[config.mk]
export PLATFORM = sky130hd
export DESIGN_NAME = key_pulse_stretcher
export DESIGN_NICKNAME = d
export VERILOG_FILES = /design/src/rtl/key_pulse_stretcher.sv
export SDC_FILE = /design/constraint.sdc
export NUM_CORES = 1
export LEC_CHECK = 0
export BUFFER_PORTS_ARGS = -buffer_cell sky130_fd_sc_hd__buf_2
export CAP_MARGIN = 40
export CELL_PAD_IN_SITES_DETAIL_PLACEMENT = 0
export CELL_PAD_IN_SITES_GLOBAL_PLACEMENT = 1
export CORE_UTILIZATION = 45
export CTS_CLUSTER_DIAMETER = 100
export DETAILED_ROUTE_END_ITERATION = 8
export HOLD_SLACK_MARGIN = 0.1
export PLACE_DENSITY_LB_ADDON = 0.1
export SLEW_MARGIN = 20
export SYNTH_ARGS = -nofsm -noshare
export SYNTH_HDL_FRONTEND = slang
export SYNTH_SLANG_ARGS = --single-unit
[constraint.sdc]
create_clock -name clock -period 1.8 [get_ports clock]
set_input_delay 0.18 -clock clock [delete_from_list [all_inputs] [get_ports clock]]
set_output_delay 0.18 -clock clock [all_outputs]
set_load 0.02 [all_outputs]
[src/rtl/key_pulse_stretcher.sv]
// Per-channel press regenerator: each accepted p_key pulse becomes a fixed-width
// key pulse followed by a guaranteed low gap. Optional feature macro: KEY_STRETCH_PENDING_EN.
module key_pulse_stretcher #(
    parameter int NUM_KEYS    = 4,
    parameter int HOLD_CYCLES = 8,
    parameter int GAP_CYCLES  = 2
) (
    input  logic                clock,
    input  logic                reset,
    input  logic [NUM_KEYS-1:0] p_key,
    output logic [NUM_KEYS-1:0] key,
    output logic [NUM_KEYS-1:0] busy,
    output logic [NUM_KEYS-1:0] overrun
);

    localparam int unsigned MAX_CYC = (HOLD_CYCLES > GAP_CYCLES) ? HOLD_CYCLES : GAP_CYCLES;
    localparam int unsigned CW      = $clog2(MAX_CYC + 1);
    localparam logic [CW-1:0] HOLD_LOAD = CW'(HOLD_CYCLES - 1);
    localparam logic [CW-1:0] GAP_LOAD  = CW'(GAP_CYCLES - 1);

    typedef enum logic [1:0] {
        IDLE = 2'd0,
        HOLD = 2'd1,
        GAP  = 2'd2
    } state_t;

    state_t        state_q [NUM_KEYS];
    state_t        state_d [NUM_KEYS];
    logic [CW-1:0] cnt_q   [NUM_KEYS];
    logic [CW-1:0] cnt_d   [NUM_KEYS];

    logic [NUM_KEYS-1:0] key_d;
    logic [NUM_KEYS-1:0] busy_d;
    logic [NUM_KEYS-1:0] overrun_d;

`ifdef KEY_STRETCH_PENDING_EN
    logic [NUM_KEYS-1:0] pend_q;
    logic [NUM_KEYS-1:0] pend_d;
`endif

    always_comb begin
        for (int unsigned i = 0; i < NUM_KEYS; i++) begin
            state_d[i]   = state_q[i];
            cnt_d[i]     = cnt_q[i];
            overrun_d[i] = 1'b0;
`ifdef KEY_STRETCH_PENDING_EN
            pend_d[i]    = pend_q[i];
`endif
            unique case (state_q[i])
                IDLE: begin
                    if (p_key[i]) begin
                        state_d[i] = HOLD;
                        cnt_d[i]   = HOLD_LOAD;
                    end
                end
                HOLD, GAP: begin
                    if (state_q[i] == GAP && cnt_q[i] == '0) begin
                        // Final gap cycle: a stored press wins and a fresh pulse
                        // becomes the new stored press; otherwise the pulse is
                        // accepted exactly as it would be in IDLE.
`ifdef KEY_STRETCH_PENDING_EN
                        if (pend_q[i]) begin
                            state_d[i] = HOLD;
                            cnt_d[i]   = HOLD_LOAD;
                            pend_d[i]  = p_key[i];
                        end else
`endif
                        if (p_key[i]) begin
                            state_d[i] = HOLD;
                            cnt_d[i]   = HOLD_LOAD;
                        end else begin
                            state_d[i] = IDLE;
                        end
                    end else begin
                        if (cnt_q[i] == '0) begin
                            state_d[i] = GAP;
                            cnt_d[i]   = GAP_LOAD;
                        end else begin
                            cnt_d[i] = cnt_q[i] - CW'(1);
                        end
`ifdef KEY_STRETCH_PENDING_EN
                        if (p_key[i]) begin
                            if (!pend_q[i]) pend_d[i] = 1'b1;
                            else            overrun_d[i] = 1'b1;
                        end
`else
                        overrun_d[i] = p_key[i];
`endif
                    end
                end
                default: begin
                    state_d[i] = IDLE;
                    cnt_d[i]   = '0;
                end
            endcase
            key_d[i]  = (state_d[i] == HOLD);
            busy_d[i] = (state_d[i] != IDLE);
        end
    end

    always_ff @(posedge clock) begin
        if (reset) begin
            for (int unsigned i = 0; i < NUM_KEYS; i++) begin
                state_q[i] <= IDLE;
                cnt_q[i]   <= '0;
            end
            key     <= '0;
            busy    <= '0;
            overrun <= '0;
`ifdef KEY_STRETCH_PENDING_EN
            pend_q  <= '0;
`endif
        end else begin
            for (int unsigned i = 0; i < NUM_KEYS; i++) begin
                state_q[i] <= state_d[i];
                cnt_q[i]   <= cnt_d[i];
            end
            key     <= key_d;
            busy    <= busy_d;
            overrun <= overrun_d;
`ifdef KEY_STRETCH_PENDING_EN
            pend_q  <= pend_d;
`endif
        end
    end

endmodule

Word-level counts from Yosys, hierarchy flattened --
Memory sizes are Yosys's and may differ from the RTL's. Cells that the tools add are included.
Storage, ports and cells: input port bits 6, output and inout port bits 12, register bits after elaboration 12, memories kept 2, RAM bits 24, logic and storage cells 107
Memories:
- cnt_q | depth 4, width 4, rd ports 4, clocked after Yosys merged registers in 0, write ports 4, line 29 | logic [CW-1:0] cnt_q [NUM_KEYS];
- state_q | depth 4, width 2, rd ports 4, clocked after Yosys merged registers in 0, write ports 4, line 27 | state_t state_q [NUM_KEYS];
Operators by class: multiplexer cells 47, add/sub/neg operators 4, equality and inequality tests 12, bitwise logic cells 12, reduce and logical (&&, ||, !) cells 24
Operators by type and width (number):
- $mux 4 | 16
- $mux 2 | 16
- $pmux 4 s2 | 4
- $eq 2x1->1 const B | 8
- $logic_not 4->1 | 4
- $pmux 2 s2 | 4
- $sub 4x1->4 const B | 4
- $reduce_or 3->1 | 4
- $eq 2x2->1 const B | 4
- $logic_not 2->1 | 4
- $or 1x1->1 | 8
- $reduce_bool 2->1 | 4
- $reduce_or 2->1 | 4
- $mux 1 | 7
- $logic_and 1x1->1 | 4
- $not 1->1 | 4

Depth between registers and ports, before layout --
Gate-level depths: netlist of the first run. An unclocked memory read counts as a cell.
depth in word-level cells 6, depth in mapped cells 7, mapped depth without buffers 6

Worst setup path before layout of the first run --
Ideal clock, no wire load.
path kind reg-to-reg, start memory cnt_q[1][0] (netlist bit), end register busy[1], arrival time 1.523 ns, stages on the path, launching flop included 8, period minus slack after synthesis 1.645 ns, path buffers 1, setup time 0.121 ns, path slack 0.155 ns, required time 1.679 ns, cell sequence dfxtp_1 > inv_1 > ha_1 > or3b_1 > buf_6 > a221oi_2 > a211oi_2 > o21bai_1
RTL lines:
- start: declaration | line 29
- end signal: assignment | line 119 | busy <= busy_d;
- end: declaration | line 12 | output logic [NUM_KEYS-1:0] busy,

==> results of run 1 <==
## flip-flops by register name, indices dropped and copies added, names as in the netlist
name     count
state_q      8
cnt_q       16
key          4
overrun      4
busy         4
## area by class of cell
| type | count | area, um^2 |
|---|---|---|
| clock buffer | 6 | 82.6 |
| fill | 381 | 1900 |
| sequential | 36 | 721 |
| multi-input combinational | 154 | 1140 |
| inverter | 20 | 75.1 |
| clock inverter | 2 | 10.0 |
| tap | 50 | 62.6 |
| timing repair buffer | 19 | 100 |
## worst register-to-register path, stage by stage (launching register included)
cell,delay (ns)
dfxtp_1,0.34
inv_1,0.10
ha_1,0.20
or3b_4,0.43
a221oi_2,0.31
a211oi_2,0.09
o21bai_1,0.16
## layer usage
metal | up-vias | track usage, % | share of wire [%]
met2 | 31 | 31.6 | 46
met4 | 0 | 10.4 | 1.8
li1 | 802 | - | -
met5 | - | 0 | 0
met1 | 742 | 24.5 | 49
met3 | 9 | 5.67 | 3.1
## synthesized netlist by cell type (3+ instances only)
library cell / count / area (um^2)
mux2i_1: 4 / 40.0
or3b_1: 4 / 35.0
a22oi_1: 6 / 45.0
nor2b_1: 6 / 37.5
nand3_1: 3 / 15.0
o21bai_1: 3 / 22.5
nor2_1: 20 / 75.1
a31oi_1: 4 / 25.0
mux2_2: 3 / 33.8
nand2_1: 11 / 41.3
inv_1: 20 / 75.1
o21ai_0: 13 / 65.1
dfxtp_1: 36 / 721
clkbuf_1: 7 / 26.3
ha_1: 19 / 238
a21oi_1: 9 / 45.0
nor3_1: 8 / 40.0
nor3b_1: 4 / 30.0
nand3b_1: 3 / 22.5
## worst max-delay path by stage
stage	startpoint	endpoint	slack, ns	depth (start not counted)
floorplan	cnt_q[1][0]	busy[1]	0.16	7
global placement	cnt_q[1][0]	key[1]	0.13	6
detailed placement	cnt_q[1][0]	busy[1]	0.07	6
CTS	cnt_q[1][0]	busy[1]	0.05	6
global route	state_q[2][0]	key[2]	0.0005	6
finish	cnt_q[1][0]	busy[1]	0.08	6
## kinds of logic after synthesis
kind of cell / after synthesis / synth area share, %
flip-flops: 36 / 36.7
XOR/XNOR: 2 / 0.892
buffers and inverters: 30 / 6.37
multiplexers: 7 / 3.76
AND/OR/NAND/NOR: 74 / 21.9
AO/OA/AOI/OAI: 52 / 18.2
adder cells (fa/ha/maj): 19 / 12.1
## repair_timing
action,in CTS,in global routing
hold buffers,0,0
endpoints found under the setup margin,0,9
resized for setup,0,5
## power by group
group | internal [mW] | switching, mW | leakage (nW)
logic | 1.07 | 1.27 | 0.589
clock network | 0.306 | 0.293 | 0.0510
registers | 1.11 | 0.253 | 0.297
total | 2.49 | 1.82 | 0.937
==> metrics, run 1 <==
run status=completed; CP max stage cell=or3b_4; Die W=68.1 um; VDD IR max=0.882 mV; slew margin rel.=between 70% and 80%; Worst Reg-to-Reg Cells=6; Leak=between 0.9 and 1 nW; Slew Limit Fails=0; Final #Nets=261; Synth warnings=0; WP buf/inv=1; async set-reset flop share out of synthesis=0%; Finished Core Util=between 50% and 60%; die area=roughly 4600 um^2; RSZ-0062 raised after global routing=false; FP Rows=23; post-synth net total=~250; Buffers on Ports=17; Hold WS=about 0.19 ns; Root Driver=clkbuf_8; CTS sink count=36; DP Area=slightly above 2000 um^2; initial core utilization=48.0%; maxcap violations=0; Total Routing Usage GR=between 20% and 30%; placer's final routability congestion estimate=just under 0.9; CP Class=reg2reg; Placed Cells=about 280; EDFF count, synth=0; Max Clock Freq=a little under 600 MHz; layout cells sized above 1=18.6%; R2R Path Start=cnt_q[1][0]; critical path's top delay family=compound AO/OA/AOI/OAI gates; Top FF cell, synth=dfxtp_1; Tmin final=around 1.7 ns; IO Count=18; Via Count=1584; clk_lat worst skew=0.29 ns; grt total ovfl=0; Min-Delay Endpoint=overrun[3]; Hold Path Origin=p_key[3]; Final ANT Viol Nets=0; CTS tree=yes; htree depth=2; CORE AREA=~4100 um^2; sequential share of the synthesized area=a little under two fifths; initial antenna violation count=0; Slew @ Worst Pin=between 0.3 and 0.4 ns; cells after synthesis=220; clock skew=between 0.01 and 0.015 ns; fin area=about 2200 um^2; maximum clock path buffer count=2; most frequent cells in the layout=dfxtp_1 (36), inv_1 (20), nor2_1 (20); Distinct cells, synth=48; postcts setup bufs=0; Tot Pwr=around 4.3 mW; pre-CTS WS=just under 0.07 ns; clock buffer count from CTS=5; Period Utilization, post-route=95.7%; cell area after synthesis=1960 um^2; first-pass GRT wire length=roughly 6900 um; Worst Path Required=approximately 2 ns; worst min path class=in2reg; R2R Setup Slk=between 0.07 and 0.08 ns; Hold Violations, Final=0; #FFs+latches synth=36; Cell Pwr Density=between 1500 and 2000 nW/um^2; CP Capture Type=flop; post-DR vias/cell=between 5 and 6; final wirelength=between 3000 and 4000 um; mean area per synthesized cell=8.92 um^2; hold depth=3; largest net degree at the start of global routing=12; setup ws final=0.0777 ns; Inserted Diodes=0; Initial DRC Count=124; crit path max fanout=5; drt first pass iters=6; WL/cell=~14 um; RR Endpoint=busy[1]; Setup Total Neg Slack=0 ns; P&R area growth vs syn=11.6%; Die Span Y=just under 70 um; post-DP HPWL=2820 um; Clock transition at path regs=around 0.080 ns; DRC viols=0; CP Data Arrival Time=~1.9 ns; # setup viols final=0; CP peak stage delay=between 0.4 and 0.5 ns; most common cell after layout, fill and taps aside=dfxtp_1; vias in the first global route=approximately 1.6k; fin cells=approximately 290; CP Cell Sequence=inv_1 -> ha_1 -> or3b_4 -> a221oi_2 -> a211oi_2 -> o21bai_1; crit path launch type=flop
No activity file was read; power rests on OpenSTA's default activity.
==> run 2, diff against run 1 <==
Clock period 1.8 ns to 1.7 ns, I/O delays scaled along.
==> run 2 against run 1 <==
Effect of this change:
- sequential share of layout area decreased by 0.53 points
- clock skew decreased by 0.0083 ns
- sequential power rose by 7%
- cell count increased by 0.70%
- non-clock buffer count is 2 higher
- critical path depth is the same
- highest routed layer unchanged
==> metrics, run 2 (synthesis results as in run 1) <==
Via Count=around 1.6k; Root Driver=clkbuf_8; clock buffer count from CTS=5; Top reg by flops=cnt_q; placer's final routability congestion estimate=around 0.85; IO Count=18; initial antenna violation count=0; worst min path class=in2reg; pre-CTS WS=-0.0325 ns; hold depth=3; crit path launch type=flop; Worst Reg-to-Reg Cells=6; post-DP HPWL=between 2000 and 3000 um; clock skew=0.00366 ns; FP Rows=23; clk_lat worst skew=roughly 0.28 ns; Initial DRC Count=around 110; Slew Limit Fails=0; final wirelength=4040 um; Period Utilization, post-route=95.1%; initial core utilization=roughly 48%; maximum clock path buffer count=2; Largest regs=cnt_q: 16 flops, state_q: 8 flops; CTS tree=yes; die area=about 4600 um^2; Hold Violations, Final=0; Die W=just under 70 um; slew margin rel.=a little under 80%; CP Class=reg2reg; CP Capture Type=flop; met3 Usage GRT=under 10%; CP peak stage delay=0.41 ns; Clock transition at path regs=0.07 ns; Final #Nets=264; fin area=about 2200 um^2; Pint=2.77 mW; VDD IR max=slightly below 0.9 mV; Tmin final=1.62 ns; CORE AREA=~4100 um^2; CP max stage cell=or3b_4; Inserted Diodes=0; P_sw=between 1.5 and 2 mW; hold_buf cts=0; # setup viols final=0; Max Clock Freq=around 620 MHz; RSZ-0062 raised after global routing=false; Leak=between 0.9 and 1 nW; Cell Pwr Density=approximately 2100 nW/um^2; htree depth=2; Tot Pwr=between 4 and 5 mW; grt total ovfl=0; Final ANT Viol Nets=0; WL/cell=between 10 and 15 um; post-DR vias/cell=5.61; Worst Path Required=1.88 ns; Sw Ratio=between 40% and 50%; Die Span Y=68.1 um; most common cell after layout, fill and taps aside=dfxtp_1; busiest metal layer after global routing=met2; CTS sink count=36; largest net degree at the start of global routing=12; DRC viols=0; Hold WS=between 0.15 and 0.2 ns; Total Routing Usage GR=20.1%; run status=completed; CP Cell Sequence=inv_1 -> ha_1 -> or3b_4 -> a221oi_2 -> a211oi_2 -> and2_1; crit path max fanout=3; Global Route met1 Usage=about 22%; max reg flops=16; CP Data Arrival Time=1.80 ns; setup ws final=about 0.083 ns; first-pass GRT wire length=about 7000 um; postcts setup bufs=0; Slew @ Worst Pin=about 0.32 ns; layout cells sized above 1=22.2%; DP Area=roughly 2100 um^2; Buffers on Ports=17; maxcap violations=0; P&R area growth vs syn=14.0%; Seq pwr share=30.9%; vias in the first global route=about 1.6k; clock group share of total power=13.8%; drt first pass iters=4; most frequent cells in the layout=dfxtp_1 (33), nor2_1 (20), inv_1 (19); Comb pwr share=between 50% and 60%; met2 Use GR=between 30% and 40%
[run 2: cell count changes in the layout (fill, tap and decap cells not counted), moves of 2 or more]
cell,previous run,this run
a22oi_1,5,3
a22oi_2,1,3
buf_4,2,4
clkinv_2,2,0
dfxtp_1,36,33
dfxtp_2,0,3
[run 2: layer usage]
layer | share of wire (%) | routed length, um
met5 | 0 | 0
met4 | 1.8 | 72
met3 | 4.2 | 170
met2 | 49 | 2000
met1 | 44 | 1800
[run 2: worst max-delay path, delay by kind of cell, from the launching register on]
| kind | cells | cell delay [ns] |
|---|---|---|
| AO/OA/AOI/OAI | 2 | 0.36 |
| adder cells (fa/ha/maj) | 1 | 0.17 |
| buffers and inverters | 1 | 0.08 |
| flip-flops | 1 | 0.33 |
| AND/OR/NAND/NOR | 2 | 0.57 |
[run 2: worst paths after layout]
check                   start          end  slack, ns
hold reg to reg   cnt_q[2][0]  cnt_q[2][0]       0.53
hold / removal       p_key[3]   overrun[3]       0.18
setup / recovery  cnt_q[1][1]       key[1]       0.08
setup reg to reg  cnt_q[1][1]       key[1]       0.08
[run 2: layout make-up]
class,count,area (um^2)
fillers,389,1850
multi-input cells,155,1160
flip-flops and latches,36,724
repair buffers,21,115
clock buffers,7,96.3
inverters,20,75.1
well taps,50,62.6
[run 2: power groups by stage]
stage          clock network, mW  registers, mW  logic (mW)
3_3_place_gp                   0           1.42        2.36
3_5_place_dp                   0           1.44        2.45
2_1_floorplan                  0           1.51        1.79
5_1_grt                    0.710           1.50        2.88
6_report                   0.650           1.46        2.61
4_1_cts                    0.681           1.43        2.50
[run 2: per-stage QoR]
| stage | TNS [ns] | util [%] | std cells |
|---|---|---|---|
| 4_1_cts | 0 | 53.7 | 288 |
| 3_3_place_gp | 0 | 51.2 | 281 |
| 3_5_place_dp | -0.0490 | 51.2 | 281 |
| 6_report | 0 | 54.8 | 289 |
| 2_1_floorplan | 0 | - | 220 |
| 5_1_grt | 0 | 54.8 | 289 |
[run 2: timing repair]
item,CTS,global route
gates resized for setup,2,11
endpoints found under the setup margin,5,12
pin swaps,0,2
cloned,0,1
